### src/rtl/cnt_ctrl_gen_pkg.sv
// Shared definitions for the counter control front end: step FSM encoding
// and default timing constants for the board build and for simulation.
package cnt_ctrl_gen_pkg;

  typedef enum logic [1:0] {
    S_IDLE = 2'd0,
    S_FIRE = 2'd1,
    S_HOLD = 2'd2
  } step_state_e;

  // 100 MHz board clock, 1 Hz count rate, 10 ms debounce window
  localparam int BOARD_CLK_HZ    = 100_000_000;
  localparam int BOARD_TICK_HZ   = 1;
  localparam int BOARD_DB_CYCLES = 1_000_000;

  // Scaled-down values that keep simulation short
  localparam int SIM_CLK_HZ    = 100;
  localparam int SIM_TICK_HZ   = 10;
  localparam int SIM_DB_CYCLES = 4;

endpackage

### src/rtl/cnt_ctrl_gen_if.sv
// Board-facing bundle: raw switch/button inputs and the En/Ud/run controls
// that feed up_downcounter and the run LED.
interface cnt_ctrl_gen_if;

  logic sw_run_raw;
  logic sw_ud_raw;
  logic btn_step_raw;
  logic En;
  logic Ud;
  logic run;

  modport master (
    output sw_run_raw, sw_ud_raw, btn_step_raw,
    input  En, Ud, run
  );

  modport slave (
    input  sw_run_raw, sw_ud_raw, btn_step_raw,
    output En, Ud, run
  );

endinterface

### src/rtl/debounce_sync.sv
// Two-flop synchroniser followed by a debouncer: the output only follows the
// input after it has differed for DB_CYCLES consecutive cycles.
module debounce_sync #(
  parameter int   DB_CYCLES = 4,
  parameter logic RST_VAL   = 1'b0
) (
  input  logic clk,
  input  logic rst_n,
  input  logic din,
  output logic dout
);

  localparam int CW = $clog2(DB_CYCLES + 1);
  localparam logic [CW-1:0] LAST = CW'(DB_CYCLES - 1);

  logic          sync_q1;
  logic          sync_q2;
  logic          stable;
  logic [CW-1:0] cnt;

  // Synchroniser flops reset to the same value as the stable output so a
  // switch already in that position is not seen as a change after reset.
  // NOTE: all state here uses non-blocking assignments so every flop samples
  // pre-edge values; blocking would collapse the synchroniser into one stage.
  always_ff @(posedge clk or negedge rst_n) begin
    if (!rst_n) begin
      sync_q1 <= RST_VAL;
      sync_q2 <= RST_VAL;
      stable  <= RST_VAL;
      cnt     <= '0;
    end else begin
      sync_q1 <= din;
      sync_q2 <= sync_q1;
      if (sync_q2 == stable) begin
        cnt <= '0;
      end else if (cnt == LAST) begin
        stable <= ~stable;
        cnt    <= '0;
      end else begin
        cnt <= cnt + 1'b1;
      end
    end
  end

  assign dout = stable;

endmodule

### src/rtl/cnt_ctrl_gen.sv
// Drives En/Ud of up_downcounter: debounced switches, a prescaled run-mode
// tick and a one-pulse-per-press manual step, merged into a registered En.
module cnt_ctrl_gen
  import cnt_ctrl_gen_pkg::*;
#(
  parameter int CLK_HZ    = BOARD_CLK_HZ,
  parameter int TICK_HZ   = BOARD_TICK_HZ,
  parameter int DB_CYCLES = BOARD_DB_CYCLES
) (
  input logic           clk,
  input logic           rst,
  cnt_ctrl_gen_if.slave bus
);

  localparam int DIV = CLK_HZ / TICK_HZ;
  localparam int PW  = (DIV > 1) ? $clog2(DIV) : 1;
  localparam logic [PW-1:0] PRESC_LAST = PW'(DIV - 1);

  logic          db_run;
  logic          db_ud;
  logic          db_step;
  logic [PW-1:0] presc;
  logic          tick;
  logic          step;
  step_state_e   state;
  step_state_e   state_nxt;

  debounce_sync #(.DB_CYCLES(DB_CYCLES), .RST_VAL(1'b0)) u_db_run (
    .clk   (clk),
    .rst_n (rst),
    .din   (bus.sw_run_raw),
    .dout  (db_run)
  );

  // Direction defaults to "up" out of reset
  debounce_sync #(.DB_CYCLES(DB_CYCLES), .RST_VAL(1'b1)) u_db_ud (
    .clk   (clk),
    .rst_n (rst),
    .din   (bus.sw_ud_raw),
    .dout  (db_ud)
  );

  debounce_sync #(.DB_CYCLES(DB_CYCLES), .RST_VAL(1'b0)) u_db_step (
    .clk   (clk),
    .rst_n (rst),
    .din   (bus.btn_step_raw),
    .dout  (db_step)
  );

  // Held at zero outside run mode so the first tick is a full period away
  assign tick = db_run && (presc == PRESC_LAST);

  always_ff @(posedge clk or negedge rst) begin
    if (!rst) begin
      presc <= '0;
    end else if (!db_run || tick) begin
      presc <= '0;
    end else begin
      presc <= presc + 1'b1;
    end
  end

  always_ff @(posedge clk or negedge rst) begin
    if (!rst) begin
      state <= S_IDLE;
    end else begin
      state <= state_nxt;
    end
  end

  // NOTE: defaults first so every path assigns state_nxt and step; a missed
  // branch would otherwise infer a latch.
  always_comb begin
    state_nxt = state;
    step      = 1'b0;
    case (state)
      S_IDLE: begin
        if (db_step) begin
          state_nxt = db_run ? S_HOLD : S_FIRE;
        end
      end
      S_FIRE: begin
        step      = 1'b1;
        state_nxt = S_HOLD;
      end
      S_HOLD: begin
        if (!db_step) begin
          state_nxt = S_IDLE;
        end
      end
      default: state_nxt = S_IDLE;
    endcase
  end

  // tick needs run=1 and S_FIRE is only entered with run=0, so they never overlap
  always_ff @(posedge clk or negedge rst) begin
    if (!rst) begin
      bus.En <= 1'b0;
    end else begin
      bus.En <= tick | step;
    end
  end

  assign bus.Ud  = db_ud;
  assign bus.run = db_run;

endmodule

### src/flat_wrapper.sv
// flat-port wrapper written by rule: the top's interface ports become plain ports
module cnt_ctrl_gen_flat import cnt_ctrl_gen_pkg::*;
#(
  parameter int CLK_HZ    = BOARD_CLK_HZ,
  parameter int TICK_HZ   = BOARD_TICK_HZ,
  parameter int DB_CYCLES = BOARD_DB_CYCLES
)
  (clk, rst, bus_sw_run_raw, bus_sw_ud_raw, bus_btn_step_raw, bus_En, bus_Ud, bus_run);
  cnt_ctrl_gen_if bus_i ();
  input logic clk;
  input logic rst;
  input wire logic [$bits(bus_i.sw_run_raw)-1:0] bus_sw_run_raw;
  input wire logic [$bits(bus_i.sw_ud_raw)-1:0] bus_sw_ud_raw;
  input wire logic [$bits(bus_i.btn_step_raw)-1:0] bus_btn_step_raw;
  output wire logic [$bits(bus_i.En)-1:0] bus_En;
  output wire logic [$bits(bus_i.Ud)-1:0] bus_Ud;
  output wire logic [$bits(bus_i.run)-1:0] bus_run;
  assign bus_i.sw_run_raw = bus_sw_run_raw;
  assign bus_i.sw_ud_raw = bus_sw_ud_raw;
  assign bus_i.btn_step_raw = bus_btn_step_raw;
  assign bus_En = bus_i.En;
  assign bus_Ud = bus_i.Ud;
  assign bus_run = bus_i.run;
  cnt_ctrl_gen #(.CLK_HZ(CLK_HZ), .TICK_HZ(TICK_HZ), .DB_CYCLES(DB_CYCLES)) u_core (.clk(clk), .rst(rst), .bus(bus_i));
endmodule
### config.mk
export PLATFORM = sky130hd
export DESIGN_NAME = cnt_ctrl_gen_flat
export DESIGN_NICKNAME = d
export VERILOG_FILES = /design/src/rtl/cnt_ctrl_gen_pkg.sv /design/src/rtl/cnt_ctrl_gen_if.sv /design/src/rtl/debounce_sync.sv /design/src/rtl/cnt_ctrl_gen.sv /design/src/flat_wrapper.sv
export SDC_FILE = /design/constraint.sdc
export NUM_CORES = 1
export LEC_CHECK = 0
export ABC_AREA = 1
export CORE_MARGIN = 5
export CORE_UTILIZATION = 30
export CTS_CLUSTER_DIAMETER = 120
export CTS_CLUSTER_SIZE = 14
export DETAILED_ROUTE_END_ITERATION = 8
export PLACE_DENSITY = 0.5
export SLEW_MARGIN = 20
export SYNTH_ARGS = -nofsm -noshare
export SYNTH_HDL_FRONTEND = slang
export SYNTH_SLANG_ARGS = --single-unit
### constraint.sdc
create_clock -name clk -period 2.07 [get_ports clk]
set_input_delay 0.414 -clock clk [delete_from_list [all_inputs] [get_ports clk]]
set_output_delay 0.414 -clock clk [all_outputs]
set_load 0.03 [all_outputs]
## Word level (Yosys, flattened, before mapping)

Index checks and enable logic that the tools add are counted.

| word-level totals | value |
|---|---|
| bits in read-only memories | 0 |
| input port bits | 5 |
| bits in registers | 99 |
| bits in latches | 0 |
| memory bits (writable) | 0 |
| logic and storage cells | 57 |
| output and inout bits | 3 |
| memories | 0 |

| operators by class | value |
|---|---|
| $add $sub $neg | 4 |
| $lt $le $gt $ge | 0 |
| eq/ne operators | 11 |
| $mul | 0 |
| mux-type cells | 12 |
| bitwise operators | 7 |
| reductions and logical operators | 8 |
| div/mod/pow operators | 0 |
| shifts and indexed selects | 0 |

Operators by type and width:

| kind | number |
|---|---|
| 20-bit 2-to-1 mux | 6 |
| 20-bit by 1-bit adder with 20-bit output (second input constant) | 3 |
| 20-bit == test (second input constant) | 3 |
| 27-bit by 1-bit adder with 27-bit output (second input constant) | 1 |
| 27-bit == test (second input constant) | 1 |
| 27-bit 2-to-1 mux | 1 |
| 2-bit AND reduction | 4 |
| 2-bit 2-to-1 mux | 3 |
| 1-bit inverter | 6 |
| 2-bit one-hot mux with 3 select lines | 1 |
| 2-bit != test (second input constant) | 2 |
| 1-bit == test | 3 |
| 2-bit by 1-bit == test with 1-bit output (second input constant) | 1 |
| 2-bit == test (second input constant) | 1 |
| 2-bit logical NOT | 1 |
| 1-bit logical AND | 1 |
| 1-bit logical NOT | 1 |
| 1-bit logical OR | 1 |
| 1-bit 2-to-1 mux | 1 |
| 1-bit bitwise OR | 1 |

## Logic depth before layout (Yosys ltp)

| depth | value |
|---|---|
| depth after elaboration | 4 |
| mapped depth | 9 |
| depth with buffers taken out | 9 |

## Cells and area by module

A second synthesis with hierarchy kept.

| unflattened totals | value |
|---|---|
| cell total of the unflattened synthesis | 725 |
| area, all modules | 5756.8 um^2 |

By module, submodules not included:

| module | instances | sequential area each (um^2) | cells an instance | area an instance (um^2) |
|---|---|---|---|---|
| debounce_sync (u_core.u_db_run ...) | 2 | 575.6 | 161 | 1335.0 |
| cnt_ctrl_gen | 1 | 750.7 | 242 | 1747.9 |
| debounce_sync (u_core.u_db_ud) | 1 | 579.3 | 161 | 1338.8 |

## Worst setup path before layout

Ideal clock, no wire load.

| timing path | value |
|---|---|
| path kind | register to register |
| start | reg u_core.presc[0] |
| end | reg u_core.presc[14] |
| arrival | 1.422 ns |
| path buffers | 1 |
| required time | 1.951 ns |
| slack | 0.530 ns |
| clock period less this slack | 1.540 ns |
| stages on the path, launching flop included | 10 |
| cell sequence | dfrtp_1 > ha_1 > inv_2 > nor2_4 > nand2_4 > nor2_4 > nand2_2 > nand2_4 > buf_6 > nor2_1 |

| on the way | value |
|---|---|
| word-level cells in the longest chain between the ends | 4 |
| elaborated cells on any way between the ends | 5 |

Ends and longest elaborated chain:

| item | line | text |
|---|---|---|
| from (decl) | cnt_ctrl_gen.sv:22 | `logic [PW-1:0] presc;` |
| from (signal assigned) | cnt_ctrl_gen.sv:59 | `presc <= presc + 1'b1;` |
| branches (longest 3 deep; another with 27-bit by 1-bit adder with 27-bit output) | n/a |  |
| 27-bit 2-to-1 mux (*) | cnt_ctrl_gen.sv:56 | `end else if (!db_run \|\| tick) begin` |

Mark *: on every way between the ends.
A chain may end at the register's enable or synchronous reset.

## Worst setup path after layout

| timing path | value |
|---|---|
| start | reg u_core.u_db_ud.stable, in the netlist u_core.u_db_ud.dout |
| end | out bus_Ud |

RTL lines:

| item | line | text |
|---|---|---|
| from (decl) | debounce_sync.sv:18 | `logic stable;` |
| from (signal assigned) | debounce_sync.sv:37 | `stable <= ~stable;` |
| to (decl) | flat_wrapper.sv:16 | `output wire logic [$bits(bus_i.Ud)-1:0] bus_Ud;` |

No word-level cell between the ends.

==> summary.md <==
| Metric | Value |
|---|---|
| DRC viols | 0 |
| Max Slew Vio Count | 0 |
| Multi-input logic area | 2610 um2 |
| Area contributors post-synth | dfrtp_1 (45%), nor2_1 (13%), nand2_1 (12%) |
| Clock buffer depth | 2 |
| All-Layer GR Usage | 0.116 |
| Core footprint | 17800 um2 |
| Die Ht | 144 um |
| Startpoint types | register |
| Flops & latches, synth | 99 |
| Placer Congestion | 0.837 |
| Via count | 4243 |
| CTS root buffer | clkbuf_16 |
| Starting Density | 0.302 |
| Post-DP HPWL | 8.30 mm |
| Global-route wire length before repair | 19.6 mm |
| Req. time, crit path | 1660 ps |
| Post-synth EDFFs | 0 |
| Worst-margin pin slew | 403 ps |
| Row count | 49 |
| DR pass1 iterations | 4 |
| Hold Vio Cnt, Final | 0 |
| Crit-path max FO | 3 |
| Synth area leader | dfrtp_1 |
| Synth Instances | 715 |
| Fraction of layout cells with a size suffix above 1 | 0.0733 |
| Largest net degree at the start of global routing | 43 |
| WP buf/inv | 1 |
| Worst path cell trace | clkdlybuf4s50_1 |
| Final setup violation count | 0 |
| Post-Syn Nets | 724 |
| CTS tree | built |
| CP max-delay cell | clkdlybuf4s50_1 |
| Antenna cells | 0 |
| RSZ-0062 raised after global routing | no |
| Fill count | 1917 |
| H-tree depth | 3 |
| Routed wire length | 11.3 mm |
| TritonCTS Buffers | 9 |
| Tot Pwr | 3.80 mW |
| Routed len/inst | 11.7 um |
| Hold Slack | 351 ps |
| CP Capture Type | primary output |
| IO Port Bufs | 7 |
| Iteration-0 DRC Markers | 202 |
| DIE AREA | 20700 um2 |
| PostCTS Resize Cnt | 0 |
| Synth Flop Type | dfrtp_1 |
| Max-slew headroom | 0.731 |
| NumNets Final | 741 |
| Cell area after placement | 5730 um2 |
| Hold-fix buffers, CTS | 1 |
| Vias in the first global route | 4095 |
| Yosys warns | 0 |
| Fin crit period | 1970 ps |
| Leading cell type by number of instances after synthesis | nor2_1 |
| Final Cycle Share | 0.951 |
| Largest delay share family, worst path | buffers and inverters |
| Area Overhead vs Synth | 12.4% |
| DR vias/cell | 4.39 |
| Grt total ovfl | 0 |
| Ys async rst share | 1.00 |
| Worst-case clock skew | 8.72 ps |
| Initial antenna violation count | 0 |
| Distinct cell type count after synthesis | 29 |
| FF/Latch Area | 2480 um2 |
| # IOs | 8 |
| Status | complete, no violations |
| Area fraction of the dominant cell type after synthesis | 0.447 |
| Clock Sinks | 99 |
| Setup bufs post-CTS | 0 |
| Detail Route Antenna Nets | 0 |
| Clk slew on worst S/H paths | 70 ps |
| Peak per-stage delay on the critical path | 670 ps |
| Cell Area, Synth | 5380 um2 |
| Worst hold-check path type | reg2reg |
| Seq/Total Area, Yosys | 0.461 |
| Arr. time, crit path | 1550 ps |
| Post-synth top cells | nor2_1 (190), nand2_1 (170), dfrtp_1 (96) |
| Post-route cell area | 6040 um2 |
| Achievable Freq | 508 MHz |
| Max rail drop VDD | 0.000357 V |
| Latest clock arrival within the worst-skew pair | 350 ps |
| Kind of critical path | reg2out |
| Mean post-synth cell area | 7.52 um2 |
| Cell Pwr Density | 629 nW/um2 |
| Max-cap violations | 0 |
| Chip width | 144 um |
| Setup TNS | 0 ps |
| Final core utilization | 0.340 |
| Leakage power | 2.41 nW |
-- cells by family after synthesis --
logic type      Yosys count  synth area share
xor+xnor                 51            0.0831
compound gates           17            0.0165
simple gates            475             0.376
fa+ha+maj                 4           0.00931
buf+inv                  69            0.0537
flops                    99             0.461
-- metrics by stage --
stage,instances,setup slack (ps)
4_1_cts,966,75.8
3_5_place_dp,949,251
5_1_grt,966,44.9
3_3_place_gp,949,315
6_report,966,102
2_1_floorplan,715,530
-- report_power, final --
group / internal, mW / switching [mW] / leakage, nW
logic: 0.0372 / 0.0785 / 0.900
clock network: 0.949 / 0.767 / 0.151
registers: 1.95 / 0.0152 / 1.36
-- routing by layer --
layer	vias up	GRT usage	routed length, um
li1	2252	-	-
met1	1941	0.156	5670
met2	42	0.190	5200
met3	8	0.0273	291
met4	0	0.0297	134
met5	-	0	0
-- state kept, by name, indices dropped and copies added (netlist names) --
signal,flops
u_core.u_db_step.sync_q1,1
u_core.u_db_ud.sync_q1,1
u_core.u_db_run.sync_q2,1
u_core.u_db_step.cnt,20
u_core.u_db_ud.dout,1
u_core.u_db_run.dout,1
u_core.presc,27
u_core.u_db_ud.cnt,20
u_core.u_db_step.sync_q2,1
u_core.u_db_ud.sync_q2,1
u_core.u_db_run.sync_q1,1
u_core.u_db_step.dout,1
u_core.u_db_run.cnt,20
u_core.bus.En,1
u_core.state,2
-- cell type report --
class | count | share of cell area
sequential | 99 | 0.410
clock buffer | 9 | 0.0373
tap | 229 | 0.0474
inverter | 63 | 0.0391
clock inverter | 7 | 0.0124
timing repair buffer | 12 | 0.0219
multi-input combinational | 547 | 0.431
-- layout by cell type, fill, tap and decap left out --
cell type	synthesis	layout
dfstp_2	3	3
nor3_2	3	3
dfrtp_1	96	96
nor2_1	190	190
dlygate4sd3_1	0	1
clkbuf_16	0	9
buf_12	1	2
nand3_2	1	1
o22ai_1	1	1
nand3b_1	2	2
buf_4	1	3
nor3_1	4	4
clkinv_2	0	2
clkinv_4	0	1
inv_1	61	61
xnor2_1	21	21
nand4_1	9	9
bufinv_16	0	1
a21oi_1	10	10
nand2_2	4	4
inv_6	0	3
nand3_1	69	69
nand2_4	2	2
clkdlybuf4s50_1	0	6
o21ai_0	5	5
nor2_2	15	15
nor2_4	3	3
ha_1	4	4
nand2_1	170	170
inv_2	2	2
xor2_1	30	30
and2_1	3	3
o21bai_1	1	1
-- path summary, 6_finish.rpt --
path / endpoint / start / cells after the start / slack [ps]
min reg2reg: u_core.u_db_run.sync_q2$_DFF_PN0_ / u_core.u_db_run.sync_q1$_DFF_PN0_ / 0 / 350
min in group asynchronous: u_core.u_db_ud.cnt[14]$_DFF_PN0_ / rst / 2 / 540
max reg2reg: u_core.presc[14]$_DFF_PN0_ / u_core.presc[0]$_DFF_PN0_ / 8 / 260
min: u_core.u_db_run.sync_q2$_DFF_PN0_ / u_core.u_db_run.sync_q1$_DFF_PN0_ / 0 / 350
max: bus_Ud / u_core.u_db_ud.dout$_DFFE_PN1P_ / 1 / 100
max in group asynchronous: u_core.u_db_step.cnt[17]$_DFF_PN0_ / rst / 3 / 980
(Power assumes the default switching activity.)
